### src/rtl/wb_regfile_if.sv
// MEM/WB writeback bundle plus the ID-stage read ports of the register file.
// The master drives the bundle and read addresses; the slave (regfile) returns data.
interface wb_regfile_if #(
    parameter int unsigned DATA_W   = 32,
    parameter int unsigned RETIRE_W = 32
);
    localparam int unsigned AW = 5;

    logic [1:0]          wb_ctrl;
    logic [DATA_W-1:0]   wb_dm_out;
    logic [DATA_W-1:0]   wb_alu_out;
    logic [AW-1:0]       wb_write_reg;
    logic [AW-1:0]       rd_addr1;
    logic [AW-1:0]       rd_addr2;
    logic [DATA_W-1:0]   rd_data1;
    logic [DATA_W-1:0]   rd_data2;
    logic [DATA_W-1:0]   wb_data;
    logic                wb_we;
    logic [RETIRE_W-1:0] retire_count;

    modport master (
        output wb_ctrl, wb_dm_out, wb_alu_out, wb_write_reg, rd_addr1, rd_addr2,
        input  rd_data1, rd_data2, wb_data, wb_we, retire_count
    );

    modport slave (
        input  wb_ctrl, wb_dm_out, wb_alu_out, wb_write_reg, rd_addr1, rd_addr2,
        output rd_data1, rd_data2, wb_data, wb_we, retire_count
    );
endinterface

### src/rtl/wb_regfile.sv
// Writeback stage and 32-entry register file with two combinational read ports,
// same-cycle write-to-read bypass, and a retired-write counter.
module wb_regfile #(
    parameter int unsigned DATA_W   = 32,
    parameter int unsigned RETIRE_W = 32
) (
    input  logic         clk,
    input  logic         rst,
    wb_regfile_if.slave  bus
);
    localparam int unsigned AW    = 5;
    localparam int unsigned NREGS = 32;

    logic [DATA_W-1:0]   regs_q [NREGS];
    logic [DATA_W-1:0]   regs_d [NREGS];
    logic [RETIRE_W-1:0] retire_count_q;
    logic [RETIRE_W-1:0] retire_count_d;

    logic [DATA_W-1:0]   wb_data_c;
    logic                wb_we_c;
    logic [DATA_W-1:0]   rd_data1_c;
    logic [DATA_W-1:0]   rd_data2_c;

    // Writeback select and effective enable; independent of the read addresses.
    always_comb begin
        wb_data_c = bus.wb_alu_out;
        if (bus.wb_ctrl[0]) begin
            wb_data_c = bus.wb_dm_out;
        end
        wb_we_c = bus.wb_ctrl[1] && (bus.wb_write_reg != AW'(0));
    end

    // Next-state for storage and counter; entry 0 is pinned to zero.
    always_comb begin
        regs_d         = regs_q;
        retire_count_d = retire_count_q;
        if (wb_we_c) begin
            regs_d[bus.wb_write_reg] = wb_data_c;
            retire_count_d           = retire_count_q + RETIRE_W'(1);
        end
        regs_d[0] = '0;
    end

    always_ff @(posedge clk or posedge rst) begin
        if (rst) begin
            for (int i = 0; i < int'(NREGS); i++) begin
                regs_q[i] <= '0;
            end
            retire_count_q <= '0;
        end else begin
            regs_q         <= regs_d;
            retire_count_q <= retire_count_d;
        end
    end

    // Read port 1: zero register, then bypass, then storage.
    always_comb begin
        rd_data1_c = regs_q[bus.rd_addr1];
        if (bus.rd_addr1 == AW'(0)) begin
            rd_data1_c = '0;
        end else if (wb_we_c && (bus.rd_addr1 == bus.wb_write_reg)) begin
            rd_data1_c = wb_data_c;
        end
    end

    // Read port 2: same priority as port 1.
    always_comb begin
        rd_data2_c = regs_q[bus.rd_addr2];
        if (bus.rd_addr2 == AW'(0)) begin
            rd_data2_c = '0;
        end else if (wb_we_c && (bus.rd_addr2 == bus.wb_write_reg)) begin
            rd_data2_c = wb_data_c;
        end
    end

    assign bus.wb_data      = wb_data_c;
    assign bus.wb_we        = wb_we_c;
    assign bus.rd_data1     = rd_data1_c;
    assign bus.rd_data2     = rd_data2_c;
    assign bus.retire_count = retire_count_q;
endmodule

### src/flat_wrapper.sv
// flat-port wrapper written by rule: the top's interface ports become plain ports
module wb_regfile_flat 
#(
    parameter int unsigned DATA_W   = 32,
    parameter int unsigned RETIRE_W = 32
)
  (clk, rst, bus_wb_ctrl, bus_wb_dm_out, bus_wb_alu_out, bus_wb_write_reg, bus_rd_addr1, bus_rd_addr2, bus_rd_data1, bus_rd_data2, bus_wb_data, bus_wb_we, bus_retire_count);
  wb_regfile_if #(.DATA_W(DATA_W), .RETIRE_W(RETIRE_W)) bus_i ();
  input  logic clk;
  input  logic rst;
  input wire logic [$bits(bus_i.wb_ctrl)-1:0] bus_wb_ctrl;
  input wire logic [$bits(bus_i.wb_dm_out)-1:0] bus_wb_dm_out;
  input wire logic [$bits(bus_i.wb_alu_out)-1:0] bus_wb_alu_out;
  input wire logic [$bits(bus_i.wb_write_reg)-1:0] bus_wb_write_reg;
  input wire logic [$bits(bus_i.rd_addr1)-1:0] bus_rd_addr1;
  input wire logic [$bits(bus_i.rd_addr2)-1:0] bus_rd_addr2;
  output wire logic [$bits(bus_i.rd_data1)-1:0] bus_rd_data1;
  output wire logic [$bits(bus_i.rd_data2)-1:0] bus_rd_data2;
  output wire logic [$bits(bus_i.wb_data)-1:0] bus_wb_data;
  output wire logic [$bits(bus_i.wb_we)-1:0] bus_wb_we;
  output wire logic [$bits(bus_i.retire_count)-1:0] bus_retire_count;
  assign bus_i.wb_ctrl = bus_wb_ctrl;
  assign bus_i.wb_dm_out = bus_wb_dm_out;
  assign bus_i.wb_alu_out = bus_wb_alu_out;
  assign bus_i.wb_write_reg = bus_wb_write_reg;
  assign bus_i.rd_addr1 = bus_rd_addr1;
  assign bus_i.rd_addr2 = bus_rd_addr2;
  assign bus_rd_data1 = bus_i.rd_data1;
  assign bus_rd_data2 = bus_i.rd_data2;
  assign bus_wb_data = bus_i.wb_data;
  assign bus_wb_we = bus_i.wb_we;
  assign bus_retire_count = bus_i.retire_count;
  wb_regfile #(.DATA_W(DATA_W), .RETIRE_W(RETIRE_W)) u_core (.clk(clk), .rst(rst), .bus(bus_i));
endmodule
### config.mk
export PLATFORM = sky130hd
export DESIGN_NAME = wb_regfile_flat
export DESIGN_NICKNAME = d
export VERILOG_FILES = /design/src/rtl/wb_regfile_if.sv /design/src/rtl/wb_regfile.sv /design/src/flat_wrapper.sv
export SDC_FILE = /design/constraint.sdc
export NUM_CORES = 2
export LEC_CHECK = 0
export BUFFER_PORTS_ARGS = -buffer_cell sky130_fd_sc_hd__buf_2
export CORE_UTILIZATION = 51
export DETAILED_ROUTE_END_ITERATION = 10
export GPL_TIMING_DRIVEN = 1
export MAX_ROUTING_LAYER = met4
export PLACE_DENSITY = 0.76
export SYNTH_ARGS = -nofsm -noshare
export SYNTH_HDL_FRONTEND = slang
export SYNTH_SLANG_ARGS = --single-unit
### constraint.sdc
create_clock -name clk -period 54.1 [get_ports clk]
set_input_delay 5.41 -clock clk [delete_from_list [all_inputs] [get_ports clk]]
set_output_delay 5.41 -clock clk [all_outputs]
set_load 0.02 [all_outputs]
==> results_tabular.tex <==
\begin{tabular}{lr}
\hline
Metric & Value \\
\hline
\multicolumn{2}{l}{\textbf{Outcome}} \\
Status & finished, final reports clean \\
\multicolumn{2}{l}{\textbf{Floorplan}} \\
Initial standard-cell utilization of the core & 51.5\% \\
Placeable core region & 0.104 mm\^{}2 \\
Cell Rows & 118 \\
X dimension of the die & 326 um \\
Top-level I/O count & 212 \\
Vertical extent of the die & 326 um \\
Die area & 0.106 mm\^{}2 \\
\multicolumn{2}{l}{\textbf{Route}} \\
Routed wire per std cell & 27.6 um \\
1st-pass router iterations & 6 \\
Count of unresolved DRC violations after routing & 0 \\
WL final & 175000 um \\
Vias after detailed routing & 43024 \\
Remaining number of nets flagged by the antenna check after routing & 0 \\
Routed vias/inst & 6.76 \\
Initial drt markers & 5737 \\
\multicolumn{2}{l}{\textbf{Synthesis}} \\
Avg Cell Area, Syn & 10.7 um\^{}2 \\
Adder and majority cell fraction of the synthesized area & 0.0234\% \\
Synth area leader & sky130\_fd\_sc\_hd\_\_dfrtp\_1 \\
Multiplexer share of the synthesized area & 22.0\% \\
Async SR Flop Fraction & 100\% \\
Number of unique standard cell types used by synthesis & 61 \\
Simple-gate share of the synthesized area & 10.8\% \\
Yosys warning total & 0 \\
Combinational family with the most area after synthesis & multiplexers \\
Xor and xnor fraction of the mapped netlist area & 0.673\% \\
Number of register bits inferred by synthesis & 1024 \\
Most instantiated flip-flop cell in the synthesis netlist & sky130\_fd\_sc\_hd\_\_dfrtp\_1 \\
Fraction of the mapped netlist area in compound gates & 14.2\% \\
Synthesized instance count & 4971 \\
Share of Yosys cell area claimed by the top area cell type & 48.0\% \\
Cells taking the most area after synthesis & sky130\_fd\_sc\_hd\_\_dfrtp\_1 48\%, sky130\_fd\_sc\_hd\_\_mux4\_2 19\%, sky130\_fd\_sc\_hd\_\_o21ai\_0 6.1\%, sky130\_fd\_sc\_hd\_\_nand2\_1 5.4\%, sky130\_fd\_sc\_hd\_\_a21oi\_1 3.7\% \\
Sequential area share after synthesis & 48.0\% \\
Net count after synthesis & 5055 \\
Number of synthesized flops with an enable pin & 0 \\
Post-synth design cell area & 0.0534 mm\^{}2 \\
\multicolumn{2}{l}{\textbf{Setup path}} \\
List of cells traversed by the critical path & buf\_8, buf\_4, buf\_4, mux4\_2, nand2\_1, nand3\_1, o21ai\_0, o221ai\_1, buf\_2 \\
Kind of critical path & input port to output pin \\
Data required time at the worst endpoint & 48690 ps \\
Arr. time, crit path & 9580 ps \\
Kind of cell with the highest combined delay on the critical path & buffers and inverters \\
Worst path buffer plus inverter count & 4 \\
Critical Path Start Type & input port \\
Critical path's largest stage delay & 940 ps \\
Worst-path cell with the longest stage delay & sky130\_fd\_sc\_hd\_\_buf\_4 \\
Cell mode on critical path & sky130\_fd\_sc\_hd\_\_buf\_4 \\
Endpoint kind of the worst setup timing path & output pin \\
Maximum net fanout on the critical path & 109 \\
\multicolumn{2}{l}{\textbf{Timing}} \\
Setup repair after global routing missed its margin & false \\
Achievable clock frequency & 0.0667 GHz \\
Number of max-slew violations in the final report & 0 \\
Final setup violating endpoints & 0 \\
Number of hold-slack violations in the final timing report & 0 \\
Worst slew margin relative to its limit & 15.1\% \\
Final critical delay including setup and external delays & 14990 ps \\
Slew at the pin closest to its max-slew limit & 1270 ps \\
Final-layout setup total negative slack & 0 ps \\
Setup clock skew after layout & 5.44 ps \\
Final clock period utilization by the worst path & 27.7\% \\
\multicolumn{2}{l}{\textbf{Finish}} \\
Final instance count without filler cells & 6361 \\
Net count reported at finish & 4972 \\
Layout cells sized above 1 & 22.3\% \\
Most common cell after layout, fill and taps aside & sky130\_fd\_sc\_hd\_\_dfrtp\_1 \\
Area overhead of the layout relative to synthesis & 10.6\% \\
Most frequent cells in the layout & 1024 x sky130\_fd\_sc\_hd\_\_dfrtp\_1, 757 x sky130\_fd\_sc\_hd\_\_nand2\_1, 650 x sky130\_fd\_sc\_hd\_\_o21ai\_0 \\
Layout filler cell count & 8314 \\
Layout Utilization & 57.0\% \\
\multicolumn{2}{l}{\textbf{Placed design}} \\
Cell Count Post-Placement & 6166 \\
Final estimated routing congestion in global placement & 0.886 \\
Final HPWL from detailed placement & 98800 um \\
Count of port buffers added during placement & 211 \\
\multicolumn{2}{l}{\textbf{CTS}} \\
Setup Fix Bufs, Post-CTS & 0 \\
\# resized after CTS & 0 \\
Buffer type at the clock tree root & sky130\_fd\_sc\_hd\_\_clkbuf\_16 \\
Clock Path Buffers & 3 \\
Cts bufs inserted & 100 \\
Clock tree from TritonCTS & done \\
Clock latency on the worst-skew pair & 680 ps \\
Number of buffers added to fix hold violations after cts & 0 \\
Reg clk slew, reported paths & 70 ps \\
Total clock sinks & 1024 \\
Maximum level of the CTS H-tree & 3 \\
\multicolumn{2}{l}{\textbf{Power}} \\
Overall Power & 2330 uW \\
Power Dens Cells & 39.5 mW/mm\^{}2 \\
VDD IR-drop max & 0.0000262 V \\
Leakage power & 0.0252 uW \\
\multicolumn{2}{l}{\textbf{Global routing}} \\
First-pass GRT wire length & 266000 um \\
Antenna violations before repair & 7 \\
Via count of the first global-routing pass & 42039 \\
Total grt overflow & 0 \\
Pin count of the biggest net entering global routing & 122 \\
Total routing usage reported by global routing & 34.3\% \\
\multicolumn{2}{l}{\textbf{Job}} \\
Count of max-cap constraint violations & 0 \\
\multicolumn{2}{l}{\textbf{Hold path}} \\
Type of the tightest min-delay check & register to register \\
\hline
\end{tabular}
==> report_power, final <==
part	total [uW]	leakage [uW]	internal [uW]	switching [uW]
clock network	755	0.00174	442	313
registers	1060	0.0129	927	130
logic	521	0.0105	253	268
==> cells by family (layout without fill, tap and decap cells) <==
group	count (synthesis)	in the layout
compound gates	1326	1326
xor+xnor	41	41
fa+ha+maj	1	1
buf+inv	548	549
flops	1024	1024
mux	611	611
other cells	0	9
simple gates	1420	1420
==> worst register-to-register path: stages (launching register included) <==
cell and delay [ps]:
sky130_fd_sc_hd__dfrtp_1 410, sky130_fd_sc_hd__ha_1 170, sky130_fd_sc_hd__inv_1 50, sky130_fd_sc_hd__a211oi_2 690, sky130_fd_sc_hd__nand4_1 500, sky130_fd_sc_hd__nor2_1 290, sky130_fd_sc_hd__xor2_1 180
==> registers in the layout, summed over array words and instances, names as in the netlist <==
name and count:
u_core.bus.retire_count 32, u_core.regs_q 992
==> worst paths after layout <==
path / end / cells past startpoint / slack [ps] / startpoint
max reg2reg: u_core.bus.retire_count[18] / 6 / 51740 / u_core.bus.retire_count[1]
max: bus_rd_data2[13] / 9 / 39110 / bus_rd_addr2[2]
min reg2reg: u_core.bus.retire_count[31] / 1 / 490 / u_core.bus.retire_count[31]
max in group asynchronous: u_core.regs_q[561] / 6 / 45410 / rst
min in group asynchronous: u_core.bus.retire_count[25] / 2 / 4830 / rst
min: u_core.bus.retire_count[31] / 1 / 490 / u_core.bus.retire_count[31]
==> per-stage QoR <==
step	setup slack (ps)	hold slack (ps)	area (um^2)
after global routing	38970	510	59000
after floorplan	19870	459	53400
final	39110	488	59000
after global placement	39380	458	55500
after CTS	39290	490	59000
after detailed placement	39290	473	55500
==> synth_stat cells (24+ instances only) <==
| library cell | count |
|---|---|
| sky130_fd_sc_hd__a21oi_1 | 390 |
| sky130_fd_sc_hd__a221oi_1 | 62 |
| sky130_fd_sc_hd__a22o_1 | 93 |
| sky130_fd_sc_hd__a22oi_1 | 30 |
| sky130_fd_sc_hd__buf_2 | 129 |
| sky130_fd_sc_hd__buf_4 | 24 |
| sky130_fd_sc_hd__clkbuf_1 | 337 |
| sky130_fd_sc_hd__dfrtp_1 | 1024 |
| sky130_fd_sc_hd__inv_1 | 40 |
| sky130_fd_sc_hd__mux2_2 | 94 |
| sky130_fd_sc_hd__mux2i_1 | 78 |
| sky130_fd_sc_hd__mux4_2 | 439 |
| sky130_fd_sc_hd__nand2_1 | 773 |
| sky130_fd_sc_hd__nand3_1 | 44 |
| sky130_fd_sc_hd__nor2_1 | 444 |
| sky130_fd_sc_hd__nor2b_1 | 41 |
| sky130_fd_sc_hd__nor3_1 | 64 |
| sky130_fd_sc_hd__o211ai_1 | 29 |
| sky130_fd_sc_hd__o21ai_0 | 650 |
| sky130_fd_sc_hd__o221ai_1 | 31 |
| sky130_fd_sc_hd__xnor2_1 | 26 |
==> routing by layer <==
metal / up-vias / global-route usage [%] / wire length (um)
li1: 17818 / - / -
met5: - / - / 0
met1: 21378 / 44.1 / 63600
met3: 757 / 10.4 / 23700
met2: 3071 / 48.3 / 76700
met4: 0 / 19.5 / 11400
==> final cells by class <==
class	instances	area, um^2	area share (%)
Multi-Input combinational cell	3399	26000	44.0
Sequential cell	1024	25600	43.4
Clock buffer	145	3000	5.07
Timing Repair Buffer	321	1970	3.33
Tap cell	1380	1730	2.92
Clock inverter	41	564	0.956
Inverter	42	165	0.280
Antenna cell	9	22.5	0.0381
Power figures use the tool's default switching activity.
